===== src/rtl/st_symbol_packer_pkg.sv =====
// ----------------------------------------------------------------------------
// st_symbol_packer_pkg
// Shared definitions for the symbol packer:
//   clog2        - ceiling log2 for elaboration-time width derivation
//   empty_width  - width of the out_empty field, never less than 1 bit
//   pk_state_t   - packet framing FSM state encoding
// ----------------------------------------------------------------------------
package st_symbol_packer_pkg;

    function automatic int clog2(input int n);
        int r;
        r = 0;
        while ((1 << r) < n) begin
            r = r + 1;
        end
        return r;
    endfunction

    // A single-lane packer still needs a 1-bit empty field on the port.
    function automatic int empty_width(input int n);
        return (clog2(n) < 1) ? 1 : clog2(n);
    endfunction

    typedef enum logic {
        WAIT_SOP  = 1'b0,
        IN_PACKET = 1'b1
    } pk_state_t;

endpackage


===== src/rtl/st_symbol_packer.sv =====
// ----------------------------------------------------------------------------
// st_symbol_packer
// Packs a stream of single symbols into beats of OUT_SYMBOLS symbols with
// packet framing. Symbol 0 of a beat sits in the most-significant lane; a
// short final beat is zero-padded and reports the unused lanes on out_empty.
//
// Ports
//   clk, reset_n             clock, asynchronous active-low reset
//   in_valid/in_ready        input handshake (readyLatency 0)
//   in_data                  one symbol per transfer
//   in_startofpacket/endof   framing for the input symbol
//   out_valid/out_ready      output handshake (readyLatency 0)
//   out_data                 packed beat
//   out_startofpacket/endof  framing for the output beat
//   out_empty                unused trailing lanes, meaningful with eop
//   protocol_err             sticky framing-violation flag
//
// Handshake: a transfer happens on a rising edge where valid && ready.
// in_ready = !out_valid || out_ready, so a symbol is taken whenever the
// output register is empty or being emptied on the same edge; it never
// depends on in_valid.
// ----------------------------------------------------------------------------
module st_symbol_packer
    import st_symbol_packer_pkg::*;
#(
    parameter int SYMBOL_W    = 8,
    parameter int OUT_SYMBOLS = 4,
    localparam int EMPTY_W    = empty_width(OUT_SYMBOLS)
) (
    input  logic                            clk,
    input  logic                            reset_n,
    output logic                            in_ready,
    input  logic                            in_valid,
    input  logic [SYMBOL_W-1:0]             in_data,
    input  logic                            in_startofpacket,
    input  logic                            in_endofpacket,
    input  logic                            out_ready,
    output logic                            out_valid,
    output logic [SYMBOL_W*OUT_SYMBOLS-1:0] out_data,
    output logic                            out_startofpacket,
    output logic                            out_endofpacket,
    output logic [EMPTY_W-1:0]              out_empty,
    output logic                            protocol_err
);

    localparam int DATA_W    = SYMBOL_W * OUT_SYMBOLS;
    // The last lane never needs storing: the completing symbol goes
    // straight from in_data into the output register.
    localparam int ACC_LANES = (OUT_SYMBOLS > 1) ? OUT_SYMBOLS - 1 : 1;
    localparam logic [EMPTY_W-1:0] LAST = EMPTY_W'(OUT_SYMBOLS - 1);

    pk_state_t          state_q, state_d;
    logic [EMPTY_W-1:0] count_q, count_d;
    logic [EMPTY_W-1:0] base;          // lane the incoming symbol lands in
    logic               acc_sop_q, acc_sop_d;
    logic [SYMBOL_W-1:0] acc_q [ACC_LANES];
    logic               acc_we;
    logic               err_d;
    logic               accept;
    logic               start;         // symbol opens a new packet at lane 0
    logic               keep;          // symbol continues the current packet
    logic               lane0_sop;
    logic               load;
    logic [DATA_W-1:0]  beat_data;
    logic [EMPTY_W-1:0] beat_empty;

    assign in_ready = !out_valid || out_ready;
    assign accept   = in_valid && in_ready;

    // Framing FSM, accumulator control and beat assembly.
    always_comb begin
        state_d   = state_q;
        count_d   = count_q;
        acc_sop_d = acc_sop_q;
        err_d     = protocol_err;
        acc_we    = 1'b0;
        load      = 1'b0;
        start     = 1'b0;
        keep      = 1'b0;
        base      = count_q;
        lane0_sop = acc_sop_q;

        if (accept) begin
            case (state_q)
                WAIT_SOP: begin
                    // Symbols outside a packet are dropped.
                    if (in_startofpacket) start = 1'b1;
                    else                  err_d = 1'b1;
                end
                IN_PACKET: begin
                    // A new sop abandons whatever was partially collected.
                    if (in_startofpacket) begin
                        start = 1'b1;
                        err_d = 1'b1;
                    end else begin
                        keep = 1'b1;
                    end
                end
                default: ;
            endcase
        end

        if (start) base = '0;
        if (base == '0) lane0_sop = start;

        if (start || keep) begin
            if (base == LAST || in_endofpacket) begin
                load      = 1'b1;
                count_d   = '0;
                acc_sop_d = 1'b0;
                state_d   = in_endofpacket ? WAIT_SOP : IN_PACKET;
            end else begin
                acc_we    = 1'b1;
                count_d   = base + EMPTY_W'(1);
                acc_sop_d = lane0_sop;
                state_d   = IN_PACKET;
            end
        end

        beat_data = '0;
        for (int i = 0; i < OUT_SYMBOLS - 1; i++) begin
            if (i < int'(base))
                beat_data[(OUT_SYMBOLS-1-i)*SYMBOL_W +: SYMBOL_W] = acc_q[i];
        end
        for (int i = 0; i < OUT_SYMBOLS; i++) begin
            if (i == int'(base))
                beat_data[(OUT_SYMBOLS-1-i)*SYMBOL_W +: SYMBOL_W] = in_data;
        end

        beat_empty = in_endofpacket ? (LAST - base) : '0;
    end

    always_ff @(posedge clk or negedge reset_n) begin
        if (!reset_n) begin
            state_q      <= WAIT_SOP;
            count_q      <= '0;
            acc_sop_q    <= 1'b0;
            protocol_err <= 1'b0;
        end else begin
            state_q      <= state_d;
            count_q      <= count_d;
            acc_sop_q    <= acc_sop_d;
            protocol_err <= err_d;
        end
    end

    always_ff @(posedge clk or negedge reset_n) begin
        if (!reset_n) begin
            for (int i = 0; i < ACC_LANES; i++) acc_q[i] <= '0;
        end else if (acc_we) begin
            acc_q[base] <= in_data;
        end
    end

    // Output register: reload on a completing symbol (possibly in the same
    // edge as a transfer out), otherwise clear valid once the beat is taken.
    // Payload is only rewritten on load, so it holds while stalled.
    always_ff @(posedge clk or negedge reset_n) begin
        if (!reset_n) begin
            out_valid         <= 1'b0;
            out_data          <= '0;
            out_startofpacket <= 1'b0;
            out_endofpacket   <= 1'b0;
            out_empty         <= '0;
        end else if (load) begin
            out_valid         <= 1'b1;
            out_data          <= beat_data;
            out_startofpacket <= lane0_sop;
            out_endofpacket   <= in_endofpacket;
            out_empty         <= beat_empty;
        end else if (out_ready) begin
            out_valid         <= 1'b0;
        end
    end

endmodule


===== config.mk =====
export PLATFORM = sky130hd
export DESIGN_NAME = st_symbol_packer
export DESIGN_NICKNAME = d
export VERILOG_FILES = /design/src/rtl/st_symbol_packer_pkg.sv /design/src/rtl/st_symbol_packer.sv
export SDC_FILE = /design/constraint.sdc
export NUM_CORES = 1
export LEC_CHECK = 0
export CAP_MARGIN = 40
export CORE_MARGIN = 1
export CORE_UTILIZATION = 52
export CTS_CLUSTER_DIAMETER = 200
export CTS_CLUSTER_SIZE = 16
export DETAILED_ROUTE_END_ITERATION = 6
export GPL_TIMING_DRIVEN = 0
export PLACE_DENSITY = 0.77
export RECOVER_POWER = 25
export SLEW_MARGIN = 40
export SYNTH_ARGS = -nofsm -noshare
export SYNTH_HDL_FRONTEND = slang
export SYNTH_SLANG_ARGS = --single-unit

===== constraint.sdc =====
create_clock -name clk -period 2.5 [get_ports clk]
set_input_delay 0.5 -clock clk [delete_from_list [all_inputs] [get_ports clk]]
set_output_delay 0.5 -clock clk [all_outputs]
set_load 0.03 [all_outputs]

* Word-level counts from Yosys, hierarchy flattened
Cells that the tools add are included.
** Cells by class
- Bitwise gates (word level) :: 2
- Multiplexer cells :: 31
- Eq/ne operators :: 6
- $add $sub $neg :: 2
- Magnitude comparators :: 5
- Reductions and logical operators :: 10
** Operator list (number)
- 8-bit 2-to-1 mux :: 8
- 24-bit bitwise mux :: 1
- 1-bit 2-to-1 mux :: 17
- 8-bit demux with 2-bit select :: 1
- 2-bit 2-to-1 mux :: 3
- 2-bit == test, first input constant :: 2
- 2-bit zero test :: 2
- 1-bit by 2-bit less-than comparator with 1-bit output, first input constant :: 2
- 2-bit != test, second input constant :: 2
- 3-bit >= comparator, second input constant :: 1
- 1-bit logical OR :: 3
- 3-bit by 1-bit less-than comparator with 1-bit output, second input constant :: 1
- 2-bit NOT with 3-bit output :: 1
- 3-bit AND reduction :: 1
- 2-bit by 1-bit adder with 2-bit output, second input constant :: 1
- 1-bit by 2-bit == test with 1-bit output, first input constant :: 1
- 2-bit == test, second input constant :: 1
- 1-bit logical AND :: 2
- 2-bit less-than comparator, first input constant :: 1
- 1-bit one-hot mux with 2 select lines :: 1
- 2-bit nonzero test :: 1
- 2-bit subtractor, first input constant :: 1
- 1-bit zero test :: 1
- 1-bit NOT :: 1
** Storage, ports and cells
- Bits of input ports :: 14
- Word-level logic and storage cells :: 68
- Bits in registers :: 66

* Depth between registers and ports, before layout
Gate-level depths: netlist (run 1).
- Word-level depth :: 11
- Depth in mapped cells :: 11
- Gate-level depth less buffers :: 10

* Worst setup path before layout (run 1)
Ideal clock, no wire load.
- Path kind :: register to register
- Start point :: register out_valid
- End point :: register out_startofpacket
- Arrival time :: 2271 ps
- Required time :: 2418 ps
- Path slack :: 147 ps
- Clock period less this slack :: 2353 ps
- Cell stages (with the launch flop) :: 12
- Path through :: dfrtp_1 nor2b_4 inv_4 nand3_1 nand2_1 inv_1 ha_1 nor2_2 a2111oi_4 buf_2 nor2_1 a31oi_1
** On the way
- Word-level cells in the longest chain between the ends :: 9
- Elaborated cells between the ends (all ways) :: 13
** Ends and longest elaborated chain
- start, declared :: RTL line st_symbol_packer.sv:38 : output logic out_valid,
- start signal, assigned :: RTL line st_symbol_packer.sv:160 : out_valid <= 1'b0;
- start signal, assigned :: RTL line st_symbol_packer.sv:166 : out_valid <= 1'b1;
- start signal, assigned :: RTL line st_symbol_packer.sv:172 : out_valid <= 1'b0;
- 1-bit zero test * :: RTL line st_symbol_packer.sv:67 : assign in_ready = !out_valid || out_ready;
- 1-bit logical OR * :: RTL line st_symbol_packer.sv:67
- via in_ready :: RTL line st_symbol_packer.sv:32 : output logic in_ready,
- 1-bit logical AND * :: RTL line st_symbol_packer.sv:68 : assign accept = in_valid && in_ready;
- 1-bit 2-to-1 mux :: RTL line st_symbol_packer.sv:83 : if (accept) begin
- 2-bit 2-to-1 mux :: RTL line st_symbol_packer.sv:103 : if (start) base = '0;
- 2-bit == test :: RTL line st_symbol_packer.sv:107 : if (base == LAST || in_endofpacket) begin
- 1-bit logical OR :: RTL line st_symbol_packer.sv:107
- 1-bit 2-to-1 mux :: RTL line st_symbol_packer.sv:107
- 1-bit 2-to-1 mux :: RTL line st_symbol_packer.sv:106 : if (start || keep) begin
- end signal, assigned :: RTL line st_symbol_packer.sv:168 : out_startofpacket <= lane0_sop;
- end, declared :: RTL line st_symbol_packer.sv:40 : output logic out_startofpacket,
The timed path passes the listed nets; every way through them passes the cells marked *.
A chain may end at the register's enable or synchronous reset.

* Worst setup path after layout (run 1)
- Start point :: input port out_ready
- End point :: register out_startofpacket
** On the way
- Word-level cells in the longest chain between the ends :: 8
- Elaborated cells between the ends (all ways) :: 12
** Ends and longest elaborated chain
- start, declared :: RTL line st_symbol_packer.sv:37 : input logic out_ready,
- 1-bit logical OR * :: RTL line st_symbol_packer.sv:67
- 1-bit logical AND * :: RTL line st_symbol_packer.sv:68
- 1-bit 2-to-1 mux :: RTL line st_symbol_packer.sv:83
- 2-bit 2-to-1 mux :: RTL line st_symbol_packer.sv:103
- 2-bit == test :: RTL line st_symbol_packer.sv:107
- 1-bit logical OR :: RTL line st_symbol_packer.sv:107
- 1-bit 2-to-1 mux :: RTL line st_symbol_packer.sv:107
- 1-bit 2-to-1 mux :: RTL line st_symbol_packer.sv:106
Every way passes the cells marked *; elsewhere a longest branch is shown, timed or not.

==> reports/results.ini, run 1 <==
[placed_design]
gp_congestion = 0.793
post-dp-hpwl_um = 4210
dpl_cell_area_um2 = 3480
port_buffers = 51
dpl.cell_count = 351

[setup_path]
r2r_slack_ns = 0.36
crit_family = buffers and inverters
timing.rr.end = out_startofpacket
cp.depth = 13
endpoint = out_startofpacket
start_kind = input pin
critPathKind = input pin to flop
path_max_fanout = 10
max_stage_delay_ns = 0.44
rr_worst_depth = 12
required_ns = 2.75
path_buf_inv = 5
endpoint_kind = flop
critPathSlowestCell = clkdlybuf4s50_1
worstSetupStartpoint = out_ready
arrival_ns = 2.63
path_cells = clkdlybuf4s50_1, nor2b_4, inv_4, nand3_2, nand2_2, inv_2, ha_4, nor2_4, a2111oi_4, buf_4, buf_6, nor2_1, a31oi_1
reg2reg_from = out_valid

[cells_and_area]
regArea_um2 = 1650
fin_area_um2 = 3820
multiInputGateArea_um2 = 1150
fill_cells = 376
diodes = 0
area_delta_synth_final_pct = 33.5
nNetsFinal = 311
final_util_pct = 73.4
drive_above_1_share_pct = 26.5
final_cells = 368

[synth]
synth_edf_count = 0
syn_area_um2 = 2860
synth_top_cell_area_share_pct = 57.7
synthTopCellsByArea = dfrtp_1 58%, mux2_2 9.0%, a21oi_1 4.2%
synth_top_area_cell = dfrtp_1
synthMostInstantiatedCell = dfrtp_1
syn_nets = 247
synth_cell_types = 35
ys_warn_count = 0
yosys-top-cells-count = 66 x dfrtp_1, 27 x nor2_1, 24 x a21oi_1
synth-async-reset-ratio_pct = 100
syn_inst = 229
yosys_register_bits = 66
synth_flop_cell = dfrtp_1
yosysSeqAreaShare_pct = 57.7
postSynthAreaPerCell_um2 = 12.5

[global_routing]
antenna_found_initial = 0
grt_overflow_total = 0
grt_first_pass_wirelength_um = 10500
grt_use_total_pct = 24.4
grt_pass1_vias = 2030
grt_max_degree = 39

[timing]
rsz0062_at_grt = no
fin_crit_sh_pct = 94.9
slew_headroom_pct = -4.97
finalSetupTns_ns = 0
hold_violations = 0
fin_crit_ns = 2.37
worst_pin_slew_ns = 1.57
skew_ns = 0.00637
setup_violations = 0
fmax_mhz = 422
slew_violations = 29

[drt]
dr.pass1.iters = 5
drt_iter0_markers = 175
routed_wl_um = 6540
vias = 2057
vias_per_cell = 5.59
drt-wirelength-per-cell_um = 17.8
ant_nets = 0
route.detailed.drc = 0

[power_and_ir_drop]
peakVddDrop_mv = 0.624
leakage_nw = 1.62
powerDensity_nw_per_um2 = 1080

[floorplanning]
initial_utilization_pct = 55.0
rows = 26
boundaryPins = 53
core_area_um2 = 5200
die_h_um = 76.2
die_w_um = 76.2
dieArea_um2 = 5810

[cts]
cts_inserted_buffers = 9
cts_max_level = 3
cts_tree = done
clock-root-buffer = clkbuf_8
clock_path_buffers = 2
path_clk_slew_ns = 0.07
clk_latency_ns = 0.35
cts.sinks = 66

[min_path]
hold_path_class = flop to flop

[status]
status = complete, but fails checks
violations = capacitance limit, slew limit

[run]
cap_violations = 1

==> cells in the final DEF (no fill, tap or decap), types with 3 or more instances in the layout <==
cell | Yosys | layout
a21oi_1 | 24 | 24
a22o_2 | 8 | 8
a22oi_1 | 16 | 16
a32o_1 | 4 | 4
buf_4 | 2 | 6
buf_6 | 1 | 4
bufinv_16 | 0 | 3
clkbuf_8 | 0 | 10
clkdlybuf4s50_1 | 0 | 49
dfrtp_1 | 66 | 66
inv_1 | 6 | 4
inv_2 | 1 | 3
mux2_2 | 23 | 23
mux2i_1 | 8 | 8
nand2_1 | 6 | 4
nor2_1 | 27 | 27
o21ai_0 | 4 | 4
==> power breakdown <==
group	internal, mW	leakage, nW	total (mW)	switching, mW
Sequential	1.42	0.800	1.62	0.194
Combinational	0.643	0.698	1.39	0.749
Clock	0.691	0.119	1.13	0.435
==> cell type report <==
cell class / instances / share of cell area, %
flip-flops and latches: 66 / 43.2
multi-input cells: 143 / 30.2
repair buffers: 55 / 14.7
clock buffers: 10 / 3.60
clock inverters: 6 / 2.98
well taps: 70 / 2.29
plain buffers: 10 / 2.19
inverters: 8 / 0.851
==> per-layer routing <==
metal  vias up  part of all wire [%]  track usage, %
met2        73                    48            37.3
li1        962                     -               -
met1      1009                    44            33.8
met3        13                   6.4            6.23
met5         -                     0               0
met4         0                   1.7            8.85
==> how the worst min path moves through the flow <==
| stage | start | endpoint | slack [ns] | cells after the start |
|---|---|---|---|---|
| after floorplan | reset_n | acc_q[0] | 0.20 | 0 |
| after global placement | protocol_err | protocol_err | 0.44 | 1 |
| after detailed placement | reset_n | out_data[17] | 0.44 | 1 |
| after CTS | reset_n | acc_q[13] | 0.07 | 1 |
| after global routing | protocol_err | protocol_err | 0.49 | 1 |
| final | protocol_err | protocol_err | 0.46 | 1 |
==> state kept, by name (all words and copies together), names as in the netlist <==
| name | flops |
|---|---|
| out_data | 32 |
| acc_q | 24 |
| count_q | 2 |
| out_empty | 2 |
| acc_sop_q | 1 |
| out_endofpacket | 1 |
| out_startofpacket | 1 |
| out_valid | 1 |
| protocol_err | 1 |
| state_q | 1 |
==> stage by stage <==
step / hold slack [ns] / setup slack (ns) / power, mW
after floorplan: 0.204 / 0.147 / 2.44
after global placement: 0.443 / -1.19 / 2.92
after detailed placement: 0.442 / -0.545 / 2.98
after CTS: 0.0712 / 0.00139 / 4.12
after global routing: 0.491 / 0.0188 / 4.32
final: 0.457 / 0.128 / 4.13
==> logic make-up (layout without fill, tap and decap cells) <==
family	Yosys count	in the layout	share of synthesized area, %
AOI/OAI and AO/OA	65	65	17.0
adders and majority gates	4	4	1.75
buffers and inverters	20	89	3.50
DFF	66	66	57.7
muxes	32	32	12.2
and+or+nand+nor	42	42	7.82
==> what timing repair did <==
action / CTS / global route
setup buffers: 3 / 0
endpoints found under the setup margin: 49 / 56
pin swaps: 3 / 0
cloned: 0 / 0
resized for setup: 10 / 10
hold buffers: 0 / 0
Power figures use the tool's default switching activity.
==> inputs of run 2 (changes only) <==
--- a/config.mk
+++ b/config.mk
@@ -12,7 +12,7 @@
 export CTS_CLUSTER_SIZE = 16
 export DETAILED_ROUTE_END_ITERATION = 6
 export GPL_TIMING_DRIVEN = 0
-export PLACE_DENSITY = 0.77
+export PLACE_DENSITY_LB_ADDON = 0.05
 export RECOVER_POWER = 25
 export SLEW_MARGIN = 40
 export SYNTH_ARGS = -nofsm -noshare
==> run 2 against run 1 <==
Compared with the run above: the run still ends with capacitance limit, slew limit left; largest power group unchanged; wire length fell by 3.3%; global-route usage fell by 0.66 points; maximum frequency fell by 0.27%; register-to-register slack barely moved; clock skew barely moved; core utilization fell by 0.48 points; critical endpoint is now out_data[16]; largest cell class unchanged.
==> reports/results.ini, run 2 (synthesized netlist as in run 1, its figures left out) <==
[cts]
hold_buffers = 0
cts_tree = done
cts_inserted_buffers = 9
clock_path_buffers = 2
clk_latency_ns = 0.34
clock-root-buffer = clkbuf_8
path_clk_slew_ns = 0.07
cts.sinks = 66
cts_max_level = 3

[power_and_ir_drop]
p_sw_share_pct = 33.4
powerDensity_nw_per_um2 = 1050
p_seq_share_pct = 40.6
power_frac_comb_pct = 34.7
power_mw = 3.97
leakage_nw = 1.61
p_clk_share_pct = 24.8
p_int_mw = 2.65
power_switching_mw = 1.33
peakVddDrop_mv = 0.591

[floorplanning]
initial_utilization_pct = 55.0
dieArea_um2 = 5810
core_area_um2 = 5200
die_w_um = 76.2
rows = 26
die_h_um = 76.2
boundaryPins = 53

[timing]
worst_pin_slew_ns = 1.75
setup_violations = 0
fin_crit_sh_pct = 95.1
slew_violations = 32
hold_violations = 0
finalSetupTns_ns = 0
fin_crit_ns = 2.38
slew_headroom_pct = -16.6
fmax_mhz = 420
skew_ns = 0.00682

[global_routing]
grt_first_pass_wirelength_um = 10400
grt_max_degree = 36
antenna_found_initial = 0
grt_overflow_total = 0
grt_pass1_vias = 1994
grt_use_total_pct = 23.7

[cells_and_area]
largestRegisters = out_data: 32 flops, acc_q: 24 flops
largest_reg_flops = 32
area_delta_synth_final_pct = 32.6
final_cells = 371
fill_cells = 409
mostFrequentLayoutCells = 66 x dfrtp_1, 50 x clkdlybuf4s50_1, 27 x nor2_1
nNetsFinal = 314
regMostFlops = out_data
fin_area_um2 = 3800
layout_commonest_cell = dfrtp_1
drive_above_1_share_pct = 26.6
diodes = 0

[placed_design]
dpl_cell_area_um2 = 3480
gp_congestion = 0.802
post-dp-hpwl_um = 4090
port_buffers = 51
dpl.cell_count = 351

[setup_path]
path_max_fanout = 10
start_kind = input pin
endpoint_kind = flop
critPathKind = input pin to flop
r2r_slack_ns = 0.37
rr_worst_depth = 11
required_ns = 2.77
arrival_ns = 2.65

[drt]
vias = 2056
route.detailed.drc = 0
dr.pass1.iters = 4
drt-wirelength-per-cell_um = 17.1
ant_nets = 0
vias_per_cell = 5.54
drt_iter0_markers = 116
routed_wl_um = 6330

[min_path]
hold_depth = 1
hold_path_class = flop to flop

[status]
status = complete, but fails checks
violations = capacitance limit, slew limit

[run]
cap_violations = 1

run 2: cell count changes in the layout (fill, tap and decap cells not counted), sizes merged:
cell / previous run / this run
buf: 12 / 14
clkbuf: 13 / 15
bufinv: 3 / 2
clkdlybuf4s50: 49 / 50
clkinv: 1 / 2
clkinvlp: 2 / 1
dlymetal6s2s: 1 / 0
run 2: metrics by stage:
stage	worst slack, ns	util, %	hold WS [ns]
2_1_floorplan	0.147	-	0.204
3_3_place_gp	-1.23	66.5	0.439
3_5_place_dp	-0.519	66.8	0.458
4_1_cts	0.0201	72.1	0.106
5_1_grt	-0.00177	72.9	0.499
6_report	0.122	72.9	0.463
run 2: critical path, stage by stage:
cell and delay (ns):
clkdlybuf4s50_1 0.65, nand3_2 0.17, nand2_2 0.14, inv_2 0.06
ha_1 0.19, clkbuf_2 0.23, a311oi_4 0.24, buf_4 0.21
a22oi_1 0.09, a21oi_1 0.16
run 2: final cells by class:
class,count,area [um2],share of cell area (%)
plain buffers,11,81.3,2.14
clock buffers,11,141,3.72
clock inverters,5,77.6,2.04
inverters,8,32.5,0.857
multi-input cells,143,1150,30.3
flip-flops and latches,66,1650,43.5
well taps,70,87.6,2.31
repair buffers,57,574,15.1
run 2: worst paths after layout:
check / to / from
min in group asynchronous: out_endofpacket / reset_n
worst min register to register: protocol_err / protocol_err
worst max-delay path: out_data[16] / in_startofpacket
worst min-delay path: protocol_err / protocol_err
worst max register to register: out_data[16] / out_valid
max in group asynchronous: out_data[22] / reset_n
run 2: timing repair:
| item | in CTS | in global routing |
|---|---|---|
| buffers inserted | 3 | 2 |
| pin swaps | 3 | 2 |
| resized for setup | 9 | 7 |
| endpoints found under the setup margin | 49 | 40 |
run 2: power by group through the flow:
stage          Combinational [mW]  Sequential, mW  Clock (mW)
2_1_floorplan               0.529            1.92           0
3_3_place_gp                 1.31            1.61           0
3_5_place_dp                 1.33            1.63           0
4_1_cts                      1.36            1.61       0.997
5_1_grt                      1.47            1.66        1.05
6_report                     1.38            1.61       0.985
run 2: metal layers:
| metal | track usage (%) | wire [um] | up-vias |
|---|---|---|---|
| met2 | 36.5 | 3000 | 61 |
| li1 | - | - | 967 |
| met5 | 0 | 0 | - |
| met4 | 11.3 | 187 | 0 |
| met1 | 32.7 | 2900 | 1011 |
| met3 | 4.31 | 244 | 17 |
